$ cat config.mk
export PLATFORM = sky130hd
export DESIGN_NAME = acom_flat
export DESIGN_NICKNAME = d
export VERILOG_FILES = /design/src/rtl/acom_if.sv /design/src/rtl/acom.sv /design/src/flat_wrapper.sv
export SDC_FILE = /design/constraint.sdc
export NUM_CORES = 1
export LEC_CHECK = 0
export CORE_ASPECT_RATIO = 1.5
export CORE_MARGIN = 2
export CORE_UTILIZATION = 40
export DETAILED_ROUTE_END_ITERATION = 10
export SYNTH_ARGS = -nofsm -noshare
export SYNTH_HDL_FRONTEND = slang
export SYNTH_SLANG_ARGS = --single-unit
$ cat constraint.sdc
create_clock -name CLK -period 5.6 [get_ports CLK]
set_input_delay 0.84 -clock CLK [delete_from_list [all_inputs] [get_ports CLK]]
set_output_delay 0.84 -clock CLK [all_outputs]
set_load 0.01 [all_outputs]
$ cat src/rtl/acom_if.sv
// Requester-side access bus plus the byte-wide COM transmitter/receiver strobes of ACOM.
interface acom_if;
  logic        SlvReq;
  logic        SlvWrite;
  logic [31:0] SlvAddr;
  logic [31:0] SlvWData;
  logic [31:0] SlvRData;
  logic        SlvOkay;
  logic        SlvErr;
  logic        Busy;
  logic        Write;
  logic [7:0]  DataOut;
  logic        THEmpty;
  logic        Read;
  logic [7:0]  DataIn;
  logic        DataReady;

  modport slave (
    input  SlvReq, SlvWrite, SlvAddr, SlvWData, THEmpty, DataIn, DataReady,
    output SlvRData, SlvOkay, SlvErr, Busy, Write, DataOut, Read
  );

  modport master (
    output SlvReq, SlvWrite, SlvAddr, SlvWData, THEmpty, DataIn, DataReady,
    input  SlvRData, SlvOkay, SlvErr, Busy, Write, DataOut, Read
  );
endinterface

$ cat src/rtl/acom.sv
// ACOM: turns one word access into a command/address/data byte stream on a COM link,
// collecting read data bytes back with an idle timeout.
//
// state     | meaning
// IDLE      | waiting for SlvReq, request fields latched on acceptance
// SEND_CMD  | sending command byte {1, write, 6'd1}
// SEND_ADDR | sending ADDR_SIZE address bytes, MSB first
// SEND_DATA | sending DATA_SIZE write data bytes, MSB first
// RECV_DATA | collecting DATA_SIZE read bytes, idle timeout armed
// DONE      | one-cycle SlvOkay or SlvErr
module acom #(
  parameter int          ADDR_SIZE = 4,
  parameter int          DATA_SIZE = 4,
  parameter logic [15:0] TIMEOUT   = 16'd4095
) (
  input logic   CLK,
  input logic   RST_N,
  acom_if.slave bus
);

  typedef enum logic [5:0] {
    IDLE      = 6'b000001,
    SEND_CMD  = 6'b000010,
    SEND_ADDR = 6'b000100,
    SEND_DATA = 6'b001000,
    RECV_DATA = 6'b010000,
    DONE      = 6'b100000
  } state_t;

  localparam logic [7:0]  ADDR_LAST = 8'(ADDR_SIZE - 1);
  localparam logic [7:0]  DATA_LAST = 8'(DATA_SIZE - 1);
  localparam logic [15:0] TO_LAST   = TIMEOUT - 16'd1;

  state_t      state_q, state_d;
  logic        write_q, write_d;
  logic        err_q, err_d;
  logic [31:0] addr_q, addr_d;
  logic [31:0] wdata_q, wdata_d;
  logic [31:0] rx_q, rx_d;
  logic [7:0]  cnt_q, cnt_d;
  logic [15:0] to_cnt_q, to_cnt_d;

  always_ff @(posedge CLK or negedge RST_N) begin
    if (!RST_N) begin
      state_q  <= IDLE;
      write_q  <= 1'b0;
      err_q    <= 1'b0;
      addr_q   <= '0;
      wdata_q  <= '0;
      rx_q     <= '0;
      cnt_q    <= '0;
      to_cnt_q <= '0;
    end else begin
      state_q  <= state_d;
      write_q  <= write_d;
      err_q    <= err_d;
      addr_q   <= addr_d;
      wdata_q  <= wdata_d;
      rx_q     <= rx_d;
      cnt_q    <= cnt_d;
      to_cnt_q <= to_cnt_d;
    end
  end

  always_comb begin
    state_d      = state_q;
    write_d      = write_q;
    err_d        = err_q;
    addr_d       = addr_q;
    wdata_d      = wdata_q;
    rx_d         = rx_q;
    cnt_d        = cnt_q;
    to_cnt_d     = to_cnt_q;
    bus.Write    = 1'b0;
    bus.DataOut  = 8'h00;
    bus.Read     = 1'b0;
    bus.SlvOkay  = 1'b0;
    bus.SlvErr   = 1'b0;
    bus.SlvRData = '0;
    bus.Busy     = (state_q != IDLE);

    case (state_q)
      IDLE: begin
        if (bus.SlvReq) begin
          write_d  = bus.SlvWrite;
          addr_d   = bus.SlvAddr;
          wdata_d  = bus.SlvWData;
          err_d    = 1'b0;
          rx_d     = '0;
          cnt_d    = '0;
          to_cnt_d = '0;
          state_d  = SEND_CMD;
        end
      end
      SEND_CMD: begin
        bus.Write   = bus.THEmpty;
        bus.DataOut = {1'b1, write_q, 6'd1};
        if (bus.THEmpty) state_d = SEND_ADDR;
      end
      // address and data are shifted out of their top byte, so a stall simply holds them
      SEND_ADDR: begin
        bus.Write   = bus.THEmpty;
        bus.DataOut = addr_q[31:24];
        if (bus.THEmpty) begin
          addr_d = addr_q << 8;
          if (cnt_q == ADDR_LAST) begin
            cnt_d   = '0;
            state_d = write_q ? SEND_DATA : RECV_DATA;
          end else begin
            cnt_d = cnt_q + 8'd1;
          end
        end
      end
      SEND_DATA: begin
        bus.Write   = bus.THEmpty;
        bus.DataOut = wdata_q[31:24];
        if (bus.THEmpty) begin
          wdata_d = wdata_q << 8;
          if (cnt_q == DATA_LAST) begin
            cnt_d   = '0;
            state_d = DONE;
          end else begin
            cnt_d = cnt_q + 8'd1;
          end
        end
      end
      // an arriving byte takes priority over the timeout in the same cycle
      RECV_DATA: begin
        bus.Read = bus.DataReady;
        if (bus.DataReady) begin
          rx_d     = {rx_q[23:0], bus.DataIn};
          to_cnt_d = '0;
          if (cnt_q == DATA_LAST) begin
            cnt_d   = '0;
            state_d = DONE;
          end else begin
            cnt_d = cnt_q + 8'd1;
          end
        end else if (to_cnt_q == TO_LAST) begin
          err_d   = 1'b1;
          state_d = DONE;
        end else begin
          to_cnt_d = to_cnt_q + 16'd1;
        end
      end
      DONE: begin
        bus.SlvOkay  = ~err_q;
        bus.SlvErr   = err_q;
        bus.SlvRData = (write_q || err_q) ? 32'h0 : rx_q;
        state_d      = IDLE;
      end
      default: state_d = IDLE;
    endcase
  end

endmodule

$ cat src/flat_wrapper.sv
// flat-port wrapper written by rule: the top's interface ports become plain ports
module acom_flat 
#(
  parameter int          ADDR_SIZE = 4,
  parameter int          DATA_SIZE = 4,
  parameter logic [15:0] TIMEOUT   = 16'd4095
)
  (CLK, RST_N, bus_SlvReq, bus_SlvWrite, bus_SlvAddr, bus_SlvWData, bus_THEmpty, bus_DataIn, bus_DataReady, bus_SlvRData, bus_SlvOkay, bus_SlvErr, bus_Busy, bus_Write, bus_DataOut, bus_Read);
  acom_if bus_i ();
  input logic CLK;
  input logic RST_N;
  input wire logic [$bits(bus_i.SlvReq)-1:0] bus_SlvReq;
  input wire logic [$bits(bus_i.SlvWrite)-1:0] bus_SlvWrite;
  input wire logic [$bits(bus_i.SlvAddr)-1:0] bus_SlvAddr;
  input wire logic [$bits(bus_i.SlvWData)-1:0] bus_SlvWData;
  input wire logic [$bits(bus_i.THEmpty)-1:0] bus_THEmpty;
  input wire logic [$bits(bus_i.DataIn)-1:0] bus_DataIn;
  input wire logic [$bits(bus_i.DataReady)-1:0] bus_DataReady;
  output wire logic [$bits(bus_i.SlvRData)-1:0] bus_SlvRData;
  output wire logic [$bits(bus_i.SlvOkay)-1:0] bus_SlvOkay;
  output wire logic [$bits(bus_i.SlvErr)-1:0] bus_SlvErr;
  output wire logic [$bits(bus_i.Busy)-1:0] bus_Busy;
  output wire logic [$bits(bus_i.Write)-1:0] bus_Write;
  output wire logic [$bits(bus_i.DataOut)-1:0] bus_DataOut;
  output wire logic [$bits(bus_i.Read)-1:0] bus_Read;
  assign bus_i.SlvReq = bus_SlvReq;
  assign bus_i.SlvWrite = bus_SlvWrite;
  assign bus_i.SlvAddr = bus_SlvAddr;
  assign bus_i.SlvWData = bus_SlvWData;
  assign bus_i.THEmpty = bus_THEmpty;
  assign bus_i.DataIn = bus_DataIn;
  assign bus_i.DataReady = bus_DataReady;
  assign bus_SlvRData = bus_i.SlvRData;
  assign bus_SlvOkay = bus_i.SlvOkay;
  assign bus_SlvErr = bus_i.SlvErr;
  assign bus_Busy = bus_i.Busy;
  assign bus_Write = bus_i.Write;
  assign bus_DataOut = bus_i.DataOut;
  assign bus_Read = bus_i.Read;
  acom #(.ADDR_SIZE(ADDR_SIZE), .DATA_SIZE(DATA_SIZE), .TIMEOUT(TIMEOUT)) u_core (.CLK(CLK), .RST_N(RST_N), .bus(bus_i));
endmodule
==> metrics.yaml <==
detailed_routing:
  drtIter0Drc: 376
  postRouteAntennaNets: 0
  drc: 0
  vias: 5566
  drt_first_pass_iters: 4
  vias_per_cell: 5.296
  drt_wl_total_mm: 16.12
  routedWlPerCell_um: 15.33
clock_tree:
  cts_buffers: 17
  cts_setup_buffers: 0
  cts_max_path_buffers: 2
  clk_pin_slew_ns: 0.06
  cts_resized: 0
  root_buffer: "clkbuf_16"
  h-tree-depth: 4
  cts.sinks: 128
  clkLatencyLatePin_ns: 0.42
  tritoncts: "yes"
  postCtsHoldBufs: 0
yosys:
  yosys_warnings: 0
  synth_common_cells: "nand2_1 (192), dfrtp_1 (127), nor2_1 (66)"
  ys_seq_area_share_pct: 50.30
  synthFlopType: "dfrtp_1"
  synthCells: 737
  synth_area_per_cell_um2: 8.643
  synthMostInstantiatedCell: "nand2_1"
  yosys.area.top_type: "dfrtp_1"
  yosysTopAreaCellShare_pct: 49.89
  syn_nets: 818
  ys_async_sr_fraction_pct: 100.0
  netlist_area_um2: 6370
  synth.distinct_cells: 56
  ys_ff_latch: 128
  synth_edf_count: 0
  netlist_top_cells_area: "dfrtp_1 (50%), nand2_1 (11%), a31oi_1 (4.7%), nand3_1 (4.5%), nor2_1 (3.9%)"
worst_hold_path:
  min_path_type: "reg -> reg"
setup_path:
  critical_path_class: "reg -> out"
  worstPathRequired_ns: 4.76
  cp_top_family: "simple AND/OR/NAND/NOR gates"
  path_buf_inv: 2
  path_cells: "or4_4, nor3b_4, buf_4, a22o_1, clkdlybuf4s50_1"
  cp_slowest_cell: "or4_4"
  slowest_delay_ns: 0.63
  cp_data_arrival_time_ns: 3.16
  end_kind: "output pin"
  startpoint_type: "flop"
  path_max_fanout: 20
floorplan:
  die_y_um: 158.6
  placementRows: 56
  ios: 123
  die_area_um2: 16970
  core_area_um2: 15630
  die_w_um: 107.0
  start_util_pct: 40.77
cells_and_area:
  fin_nets: 916
  layout-drive-gt1-share_pct: 7.311
  n_antenna_cell: 0
  syn2layout_area_growth_pct: 29.95
  stdcell_count: 1051
  final_area_um2: 8278
grt:
  grt_pass1_vias: 5400
  busiest_layer: "met2"
  grt_start_max_net_pins: 80
  met2_usage_pct: 33.00
  grt_antenna_before_repair: 0
  grtUsageMet1_pct: 24.03
  grt.total_usage_pct: 19.63
  met3_usage_pct: 5.526
  grt-ovfl-total: 0
  grt_pass1_wl_mm: 26.42
power:
  power.density_nw_per_um2: 420.3
  ir_worst_vdd_uv: 201.3
  p_leak_nw: 3.722
place:
  gp_congestion: 0.8436
  place_area_um2: 7665
  dp_cells: 1018
  portBuffers: 122
  hpwl_mm: 11.16
sta:
  fin_tns_setup_ns: 0
  slew_viol_final: 0
  fin_skew_ns: 0.009394
  slew_headroom_pct: 19.42
  whs_ns: 0.4618
  worstMarginPinSlew_ns: 1.207
  fin_crit_sh_pct: 71.50
  fmax_mhz: 249.8
  finalSetupViolations: 0
  rsz0062_at_grt: "no"
  report.final.hold_viol_count: 0
  fin_crit_ns: 4.004
job:
  cap_viol_max_count: 0
run_status:
  status: "completed"
[tightest hold or removal path, cell delays in order (launching register included)]
cell,delay [ns]
dfrtp_1,0.34
nand2_1,0.05
nand2_1,0.05
[layout by cell type, fill, tap and decap left out, drive strengths merged, types with 5 or more instances in the layout]
| cell type | instances |
|---|---|
| o21ai | 26 |
| buf | 10 |
| dfrtp | 127 |
| inv | 22 |
| clkbuf | 17 |
| and3 | 9 |
| or3 | 10 |
| nand3 | 57 |
| a31oi | 48 |
| a21oi | 14 |
| nand2 | 192 |
| nor2 | 66 |
| a22o | 9 |
| clkdlybuf4s50 | 121 |
| clkinv | 7 |
| xor2 | 5 |
| and2 | 34 |
| nor3 | 10 |
[state kept, by name, summed over array words and instances, names as in the netlist]
register         count
u_core.err_q         1
u_core.cnt_q         8
u_core.write_q       1
u_core.state_q       6
u_core.to_cnt_q     16
u_core.addr_q       32
u_core.wdata_q      32
u_core.rx_q         32
[layout make-up]
| type | count | area, µm² |
|---|---|---|
| Tap cell | 203 | 254.0 |
| Inverter | 17 | 63.81 |
| Sequential cell | 128 | 3204 |
| Multi-Input combinational cell | 540 | 2864 |
| Clock inverter | 15 | 176.4 |
| Fill cell | 1460 | 7347 |
| Timing Repair Buffer | 131 | 1290 |
| Clock buffer | 17 | 425.4 |
[final timing paths]
kind | end | cells past startpoint | slack, ns | start
min in group asynchronous | u_core.rx_q[31] | 1 | 0.57 | RST_N
max | bus_DataOut[2] | 5 | 1.60 | u_core.state_q[5]
min reg2reg | u_core.rx_q[27] | 2 | 0.46 | u_core.rx_q[27]
max reg2reg | u_core.addr_q[25] | 7 | 2.56 | u_core.state_q[5]
max in group asynchronous | u_core.wdata_q[30] | 2 | 3.80 | RST_N
min | u_core.rx_q[27] | 2 | 0.46 | u_core.rx_q[27]
[per-layer routing]
layer / vias to the layer above / routed length, µm
met3: 18 / 822
met5: - / 0
met4: 0 / 248
met1: 2683 / 6949
met2: 147 / 8097
li1: 2718 / -
[metrics by stage]
| stage | total power [mW] | utilization (%) | worst slack [ns] |
|---|---|---|---|
| finish | 3.479 | 52.98 | 1.596 |
| global route | 3.719 | 52.98 | 1.475 |
| CTS | 3.514 | 52.91 | 1.404 |
| detailed placement | 2.380 | 49.06 | 1.860 |
| global placement | 2.346 | 49.06 | 2.048 |
| floorplan | 2.123 | - | 2.872 |
[power breakdown]
part	internal, mW	total (mW)	switching [mW]
clock network	0.667	1.11	0.444
registers	1.18	1.36	0.174
logic	0.392	1.01	0.620
total	2.24	3.48	1.24
[kinds of logic (layout without fill, tap and decap cells)]
logic type / count (synthesis) / count (layout) / share of synthesized area, %
DFF: 128 / 128 / 50.30
buffers and inverters: 69 / 180 / 4.950
AOI/OAI and AO/OA: 129 / 129 / 13.75
and+or+nand+nor: 402 / 402 / 29.54
adders and majority gates: 3 / 3 / 0.5893
muxes: 1 / 1 / 0.1768
xor gates and xnor gates: 5 / 5 / 0.6875
(Power assumes the default switching activity.)
